--- src/rtl/mxint_quant_pkg.sv ---
// Shared types and helpers for the MXINT stream quantizer.
package mxint_quant_pkg;

  typedef enum logic {
    COLLECT,
    EMIT
  } state_t;

  // Bits needed to index n distinct positions (at least one bit).
  function automatic int idx_width(input int n);
    int w;
    w = 1;
    while ((1 << w) < n) w++;
    return w;
  endfunction

endpackage

--- src/rtl/mxint_msb_detect.sv ---
// Combinational most-significant-set-bit finder with an all-zero flag.
module mxint_msb_detect
  import mxint_quant_pkg::*;
#(
  parameter int WIDTH = 9
) (
  input  logic [WIDTH-1:0]               value,
  output logic [idx_width(WIDTH)-1:0]    msb,
  output logic                           zero
);

  localparam int IW = idx_width(WIDTH);

  always_comb begin
    msb = '0;
    for (int i = 0; i < WIDTH; i++) begin
      if (value[i]) msb = IW'(i);
    end
  end

  assign zero = (value == '0);

endmodule

--- src/rtl/mxint_stream_quantizer.sv ---
// Streams a block of N fixed-point elements in, then streams out MXINT mantissas with a shared exponent.
// Define MXINT_QUANT_ROUND_EN for round-half-up on right shifts; otherwise right shifts truncate.
module mxint_stream_quantizer
  import mxint_quant_pkg::*;
#(
  parameter int DATA_IN_0_PRECISION_0  = 8,
  parameter int DATA_IN_0_PRECISION_1  = 4,
  parameter int DATA_OUT_0_PRECISION_0 = 4,
  parameter int DATA_OUT_0_PRECISION_1 = 8,
  parameter int DATA_IN_0_DIM          = 4
) (
  input  logic                              clk,
  input  logic                              rst,
  input  logic [DATA_IN_0_PRECISION_0-1:0]  data_in_0,
  input  logic                              data_in_0_valid,
  output logic                              data_in_0_ready,
  output logic [DATA_OUT_0_PRECISION_0-1:0] mdata_out_0 [0:0],
  output logic [DATA_OUT_0_PRECISION_1-1:0] edata_out_0,
  output logic                              data_out_0_valid,
  input  logic                              data_out_0_ready
);

  localparam int W  = DATA_IN_0_PRECISION_0;
  localparam int F  = DATA_IN_0_PRECISION_1;
  localparam int M  = DATA_OUT_0_PRECISION_0;
  localparam int E  = DATA_OUT_0_PRECISION_1;
  localparam int N  = DATA_IN_0_DIM;
  localparam int CW = idx_width(N);
  localparam int PW = idx_width(W + 1);
  localparam int XW = W + M + 1;
  localparam logic signed [XW-1:0] MANT_MAX = XW'((1 <<< (M - 1)) - 1);
  localparam logic signed [XW-1:0] MANT_MIN = XW'(-(1 <<< (M - 1)));

  state_t         state;
  logic [CW-1:0]  cnt;
  logic [W:0]     max_mag;
  logic [W:0]     mag;
  logic [W:0]     max_next;
  logic [W:0]     x_ext;
  logic [W-1:0]   store [N];
  logic [PW-1:0]  msb;
  logic           zero;
  logic           in_fire;
  logic           out_fire;
  logic [CW-1:0]  next_idx;
  logic [M-1:0]   mant_next;
  logic [E-1:0]   exp_next;

  function automatic logic [M-1:0] quantize(input logic [W-1:0] x, input logic [PW-1:0] p);
    logic signed [XW-1:0] v;
    int s;
    s = int'(p) - (M - 2);
    v = {{(XW - W){x[W-1]}}, x};
    if (s >= 0) begin
`ifdef MXINT_QUANT_ROUND_EN
      if (s > 0) v = v + (XW'(1) <<< (s - 1));
`endif
      v = v >>> s;
    end else begin
      v = v <<< (-s);
    end
    if (v > MANT_MAX)      quantize = MANT_MAX[M-1:0];
    else if (v < MANT_MIN) quantize = MANT_MIN[M-1:0];
    else                   quantize = v[M-1:0];
  endfunction

  assign in_fire  = data_in_0_valid && data_in_0_ready;
  assign out_fire = data_out_0_valid && data_out_0_ready;

  // Magnitude is one bit wider so that the most negative input is representable.
  always_comb begin
    x_ext    = {data_in_0[W-1], data_in_0};
    mag      = data_in_0[W-1] ? (~x_ext + 1'b1) : x_ext;
    max_next = (in_fire && (mag > max_mag)) ? mag : max_mag;
  end

  mxint_msb_detect #(.WIDTH(W + 1)) u_msb (
    .value (max_next),
    .msb   (msb),
    .zero  (zero)
  );

  // Element 0 is quantized on the last accept, later elements on each output handshake.
  always_comb begin
    next_idx  = (state == EMIT && cnt != CW'(N - 1)) ? cnt + CW'(1) : '0;
    mant_next = zero ? '0 : quantize(store[next_idx], msb);
    exp_next  = zero ? '0 : E'(int'(msb) - F);
  end

  always_ff @(posedge clk) begin
    if (in_fire) store[cnt] <= data_in_0;
  end

  always_ff @(posedge clk or negedge rst) begin
    if (!rst) begin
      state            <= COLLECT;
      cnt              <= '0;
      max_mag          <= '0;
      data_in_0_ready  <= 1'b0;
      data_out_0_valid <= 1'b0;
      mdata_out_0[0]   <= '0;
      edata_out_0      <= '0;
    end else begin
      case (state)
        COLLECT: begin
          data_in_0_ready <= 1'b1;
          if (in_fire) begin
            max_mag <= max_next;
            if (cnt == CW'(N - 1)) begin
              cnt              <= '0;
              state            <= EMIT;
              data_in_0_ready  <= 1'b0;
              data_out_0_valid <= 1'b1;
              mdata_out_0[0]   <= mant_next;
              edata_out_0      <= exp_next;
            end else begin
              cnt <= cnt + CW'(1);
            end
          end
        end
        EMIT: begin
          if (out_fire) begin
            if (cnt == CW'(N - 1)) begin
              cnt              <= '0;
              max_mag          <= '0;
              state            <= COLLECT;
              data_out_0_valid <= 1'b0;
              data_in_0_ready  <= 1'b1;
            end else begin
              cnt            <= cnt + CW'(1);
              mdata_out_0[0] <= mant_next;
            end
          end
        end
        default: state <= COLLECT;
      endcase
    end
  end

endmodule

--- config.mk ---
export PLATFORM = sky130hd
export DESIGN_NAME = mxint_stream_quantizer
export DESIGN_NICKNAME = d
export VERILOG_FILES = /design/src/rtl/mxint_quant_pkg.sv /design/src/rtl/mxint_msb_detect.sv /design/src/rtl/mxint_stream_quantizer.sv
export SDC_FILE = /design/constraint.sdc
export NUM_CORES = 1
export LEC_CHECK = 0
export ABC_CLOCK_PERIOD_IN_PS = 7800
export CORE_MARGIN = 5
export CORE_UTILIZATION = 50
export CTS_CLUSTER_DIAMETER = 200
export DETAILED_ROUTE_END_ITERATION = 10
export DONT_BUFFER_PORTS = 1
export PLACE_DENSITY = 0.76
export SLEW_MARGIN = 5
export SYNTH_ARGS = -nofsm -noshare
export SYNTH_HDL_FRONTEND = slang
export SYNTH_SLANG_ARGS = --single-unit
--- constraint.sdc ---
create_clock -name clk -period 7.8 [get_ports clk]
set_input_delay 1.56 -clock clk [delete_from_list [all_inputs] [get_ports clk]]
set_output_delay 1.56 -clock clk [all_outputs]
set_load 0.1 [all_outputs]
==> flow_summary_export.csv, run 1 <==
group,metric,value,unit
critical_path,cp_max_fo,10,
critical_path,required,8.06,ns
min_path,hp-start,"max_mag[3]",
global_routing,grt_pass1_wl,20900,microns
clock_tree,h-tree-depth,2,
timing,min_period_over_period,96.3,%
critical_path,worst_ep_arrival_time,7.77,ns
timing,fmax,0.133,GHz
run,cap_viol_max_count,0,
critical_path,timing.rr.start,"data_in_0_ready",
placed_design,place_congestion,0.988,
min_path,hp-class,"flip-flop to flip-flop",
logic_synthesis,ys_seq_area_share,33.9,%
logic_synthesis,ys_types,93,
timing,final-setup-viol-count,0,
logic_synthesis,synthArstFlopShare,41.8,%
critical_path,worst-path-stages,27,
timing,drv_slew,0,
critical_path,endpoint_kind,"flip-flop",
timing,finalSetupTns,0,ns
critical_path,worst-path-buf-inv,2,
route,drt-initial-drc-count,274,
die,io_pins,26,
die,dieArea,11100,sq um
clock_tree,cts_tree,"done",
critical_path,critPathSlowestCell,"or4_4",
clock_tree,worstSkewPairLatency,0.31,ns
finish,n_antenna_cell,0,
critical_path,cpMostUsedCell,"ha_1",
timing,worst_pin_slew,1.11,ns
clock_tree,clk_path_buf_depth,2,
logic_synthesis,synth-main-ff-cell,"edfxtp_1",
logic_synthesis,synth_seq_cells,55,
die,fp.dieH,105,microns
critical_path,critPathTopFamily,"compound AO/OA/AOI/OAI gates",
route,via_count,4115,
logic_synthesis,synth.avg_cell_area,9.35,sq um
global_routing,grt_max_degree,24,
timing,rsz0062_at_grt,"no",
logic_synthesis,syn_area,4540,sq um
clock_tree,clock_sinks,55,
placed_design,dp_hpwl,10100,microns
logic_synthesis,synth_cells,485,
die,start_util,51.8,%
clock_tree,numCtsBuffers,5,
critical_path,critPathLaunchType,"primary input",
placed_design,port_buffers,0,
logic_synthesis,synth_edf_count,32,
global_routing,track_usage,23.1,%
finish,nets,528,
critical_path,startpoint,"data_in_0[0]",
logic_synthesis,yosysWarnings,0,
clock_tree,clockRootBuffer,"clkbuf_8",
status,status,"complete, no violations",
critical_path,critical_path.max_stage_delay,0.54,ns
finish,drive_gt1_share,18.4,%
min_path,hold_depth,1,
finish,syn2layout_area_growth,7.59,%
die,rows,34,
timing,min_period,7.51,ns
global_routing,grt_pass1_vias,3956,
route,first_pass_iters,5,
global_routing,overflow,0,
route,drtAntennaViolNets,0,
route,wl_per_cell,21.7,microns
timing,clock_skew,0.00432,ns
logic_synthesis,synth_nets,519,
die,fp.coreArea,8760,sq um
timing,slew_headroom,26.3,%
route,remaining_drc_errors,0,
die,die_w,105,microns
route,wl,13100,microns
timing,hold_viol,0,
critical_path,critical_path_class,"primary input to flip-flop",
critical_path,r2r_cells,20,
clock_tree,clkTransAtPathRegs,0.10,ns
global_routing,antenna_found_initial,0,
route,post_drt_via_cell_ratio,6.82,
==> cells in the final DEF, fill, tap and decap left out, types with 3 or more instances in the layout <==
master	count
nand2_1	63
and3_1	6
a31oi_1	7
nand2b_1	6
nor4_1	5
and2_4	3
buf_4	26
mux2i_1	12
a211oi_1	5
o21a_1	5
a21oi_2	3
ha_1	20
a32o_1	4
a22o_1	3
nand2_2	4
o21ai_1	5
a221o_1	4
o21ai_0	34
nor2b_1	5
edfxtp_1	32
nor3_1	18
mux4_2	7
inv_1	17
mux2_2	3
o31ai_1	3
a21oi_1	17
nand4_1	10
clkbuf_8	5
inv_2	3
o22ai_1	3
o211ai_1	4
nor2_1	29
or3_1	6
xnor2_1	5
dfrtp_1	22
nand3_1	11
==> area by class of cell <==
| cell class | instances | area (sq um) |
|---|---|---|
| Timing Repair Buffer | 26 | 195 |
| Tap cell | 108 | 135 |
| Clock buffer | 5 | 68.8 |
| Clock inverter | 3 | 26.3 |
| Multi-Input combinational cell | 386 | 2840 |
| Fill cell | 791 | 3880 |
| Sequential cell | 55 | 1540 |
| Inverter | 20 | 75.1 |
==> registers in the layout, summed over array words and instances, names as in the netlist <==
register and cells:
store 32, data_in_0_ready 1, data_out_0_valid 1, state 1, cnt 2, max_mag 9
mdata_out_0 4, edata_out_0 5
==> final timing paths <==
path / end / slack [ns]
max reg2reg: mdata_out_0[2] / 1.88
min reg2reg: max_mag[3] / 0.53
min in group asynchronous: mdata_out_0[1] / 0.92
min: max_mag[3] / 0.53
max in group asynchronous: max_mag[0] / 6.80
max: mdata_out_0[2] / 0.29
==> kinds of logic after synthesis <==
kind of cell,synth area share (%)
AO/OA/AOI/OAI,23.8
flip-flops,33.9
multiplexers,7.37
XOR/XNOR,1.71
buffers and inverters,4.88
adder cells (fa/ha/maj),6.07
AND/OR/NAND/NOR,22.3
other,0.0827
==> cells in the mapped netlist (all sizes together), types with 7 or more instances <==
| cell type | number | area, sq um |
|---|---|---|
| mux4 | 7 | 158 |
| inv | 20 | 75.1 |
| nand2 | 67 | 259 |
| o21ai | 40 | 204 |
| nor3 | 19 | 100 |
| buf | 14 | 109 |
| dfrtp | 23 | 576 |
| nand4 | 10 | 62.6 |
| ha | 22 | 275 |
| a31oi | 10 | 92.6 |
| nand3 | 11 | 55.1 |
| clkbuf | 10 | 37.5 |
| mux2i | 12 | 120 |
| nor2 | 31 | 119 |
| edfxtp | 32 | 961 |
| a21oi | 20 | 111 |
| nor4 | 7 | 65.1 |
==> per-stage QoR <==
stage / cell area, sq um / instances / setup WS, ns / hold slack, ns / util, %
2_1_floorplan: 4600 / 485 / 0.00858 / 0.480 / -
3_3_place_gp: 4760 / 595 / 0.196 / 0.508 / 54.4
3_5_place_dp: 4760 / 595 / -0.00665 / 0.509 / 54.4
4_1_cts: 4860 / 603 / 0.309 / 0.534 / 55.4
5_1_grt: 4880 / 603 / 0.00592 / 0.562 / 55.7
6_report: 4880 / 603 / 0.292 / 0.532 / 55.7
==> repair_timing <==
| action | in CTS | in global routing |
|---|---|---|
| resized for setup | 0 | 5 |
| buffers inserted | 0 | 0 |
| endpoints found under the setup margin | 0 | 3 |
| hold buffers | 0 | 0 |
==> metal layers <==
metal  track usage (%)  up-vias  wire length, microns
met4              12.7        0                   668
met1              28.2     1973                  5240
met5                 0        -                     0
li1                  -     1874                     -
met3              4.34       66                   979
met2              38.4      202                  6170
Power of run 1 is left out: the tool's default activity adds up to more than one toggle a clock period on the data nets, which glitch-free logic cannot reach.
==> run 2: changes to the inputs <==
SLEW_MARGIN = default   (was 5)
==> results of run 2 <==
No change in the layout: final DEF, timing and power equal those of run 1.
Power of run 2 is left out for the same reason.
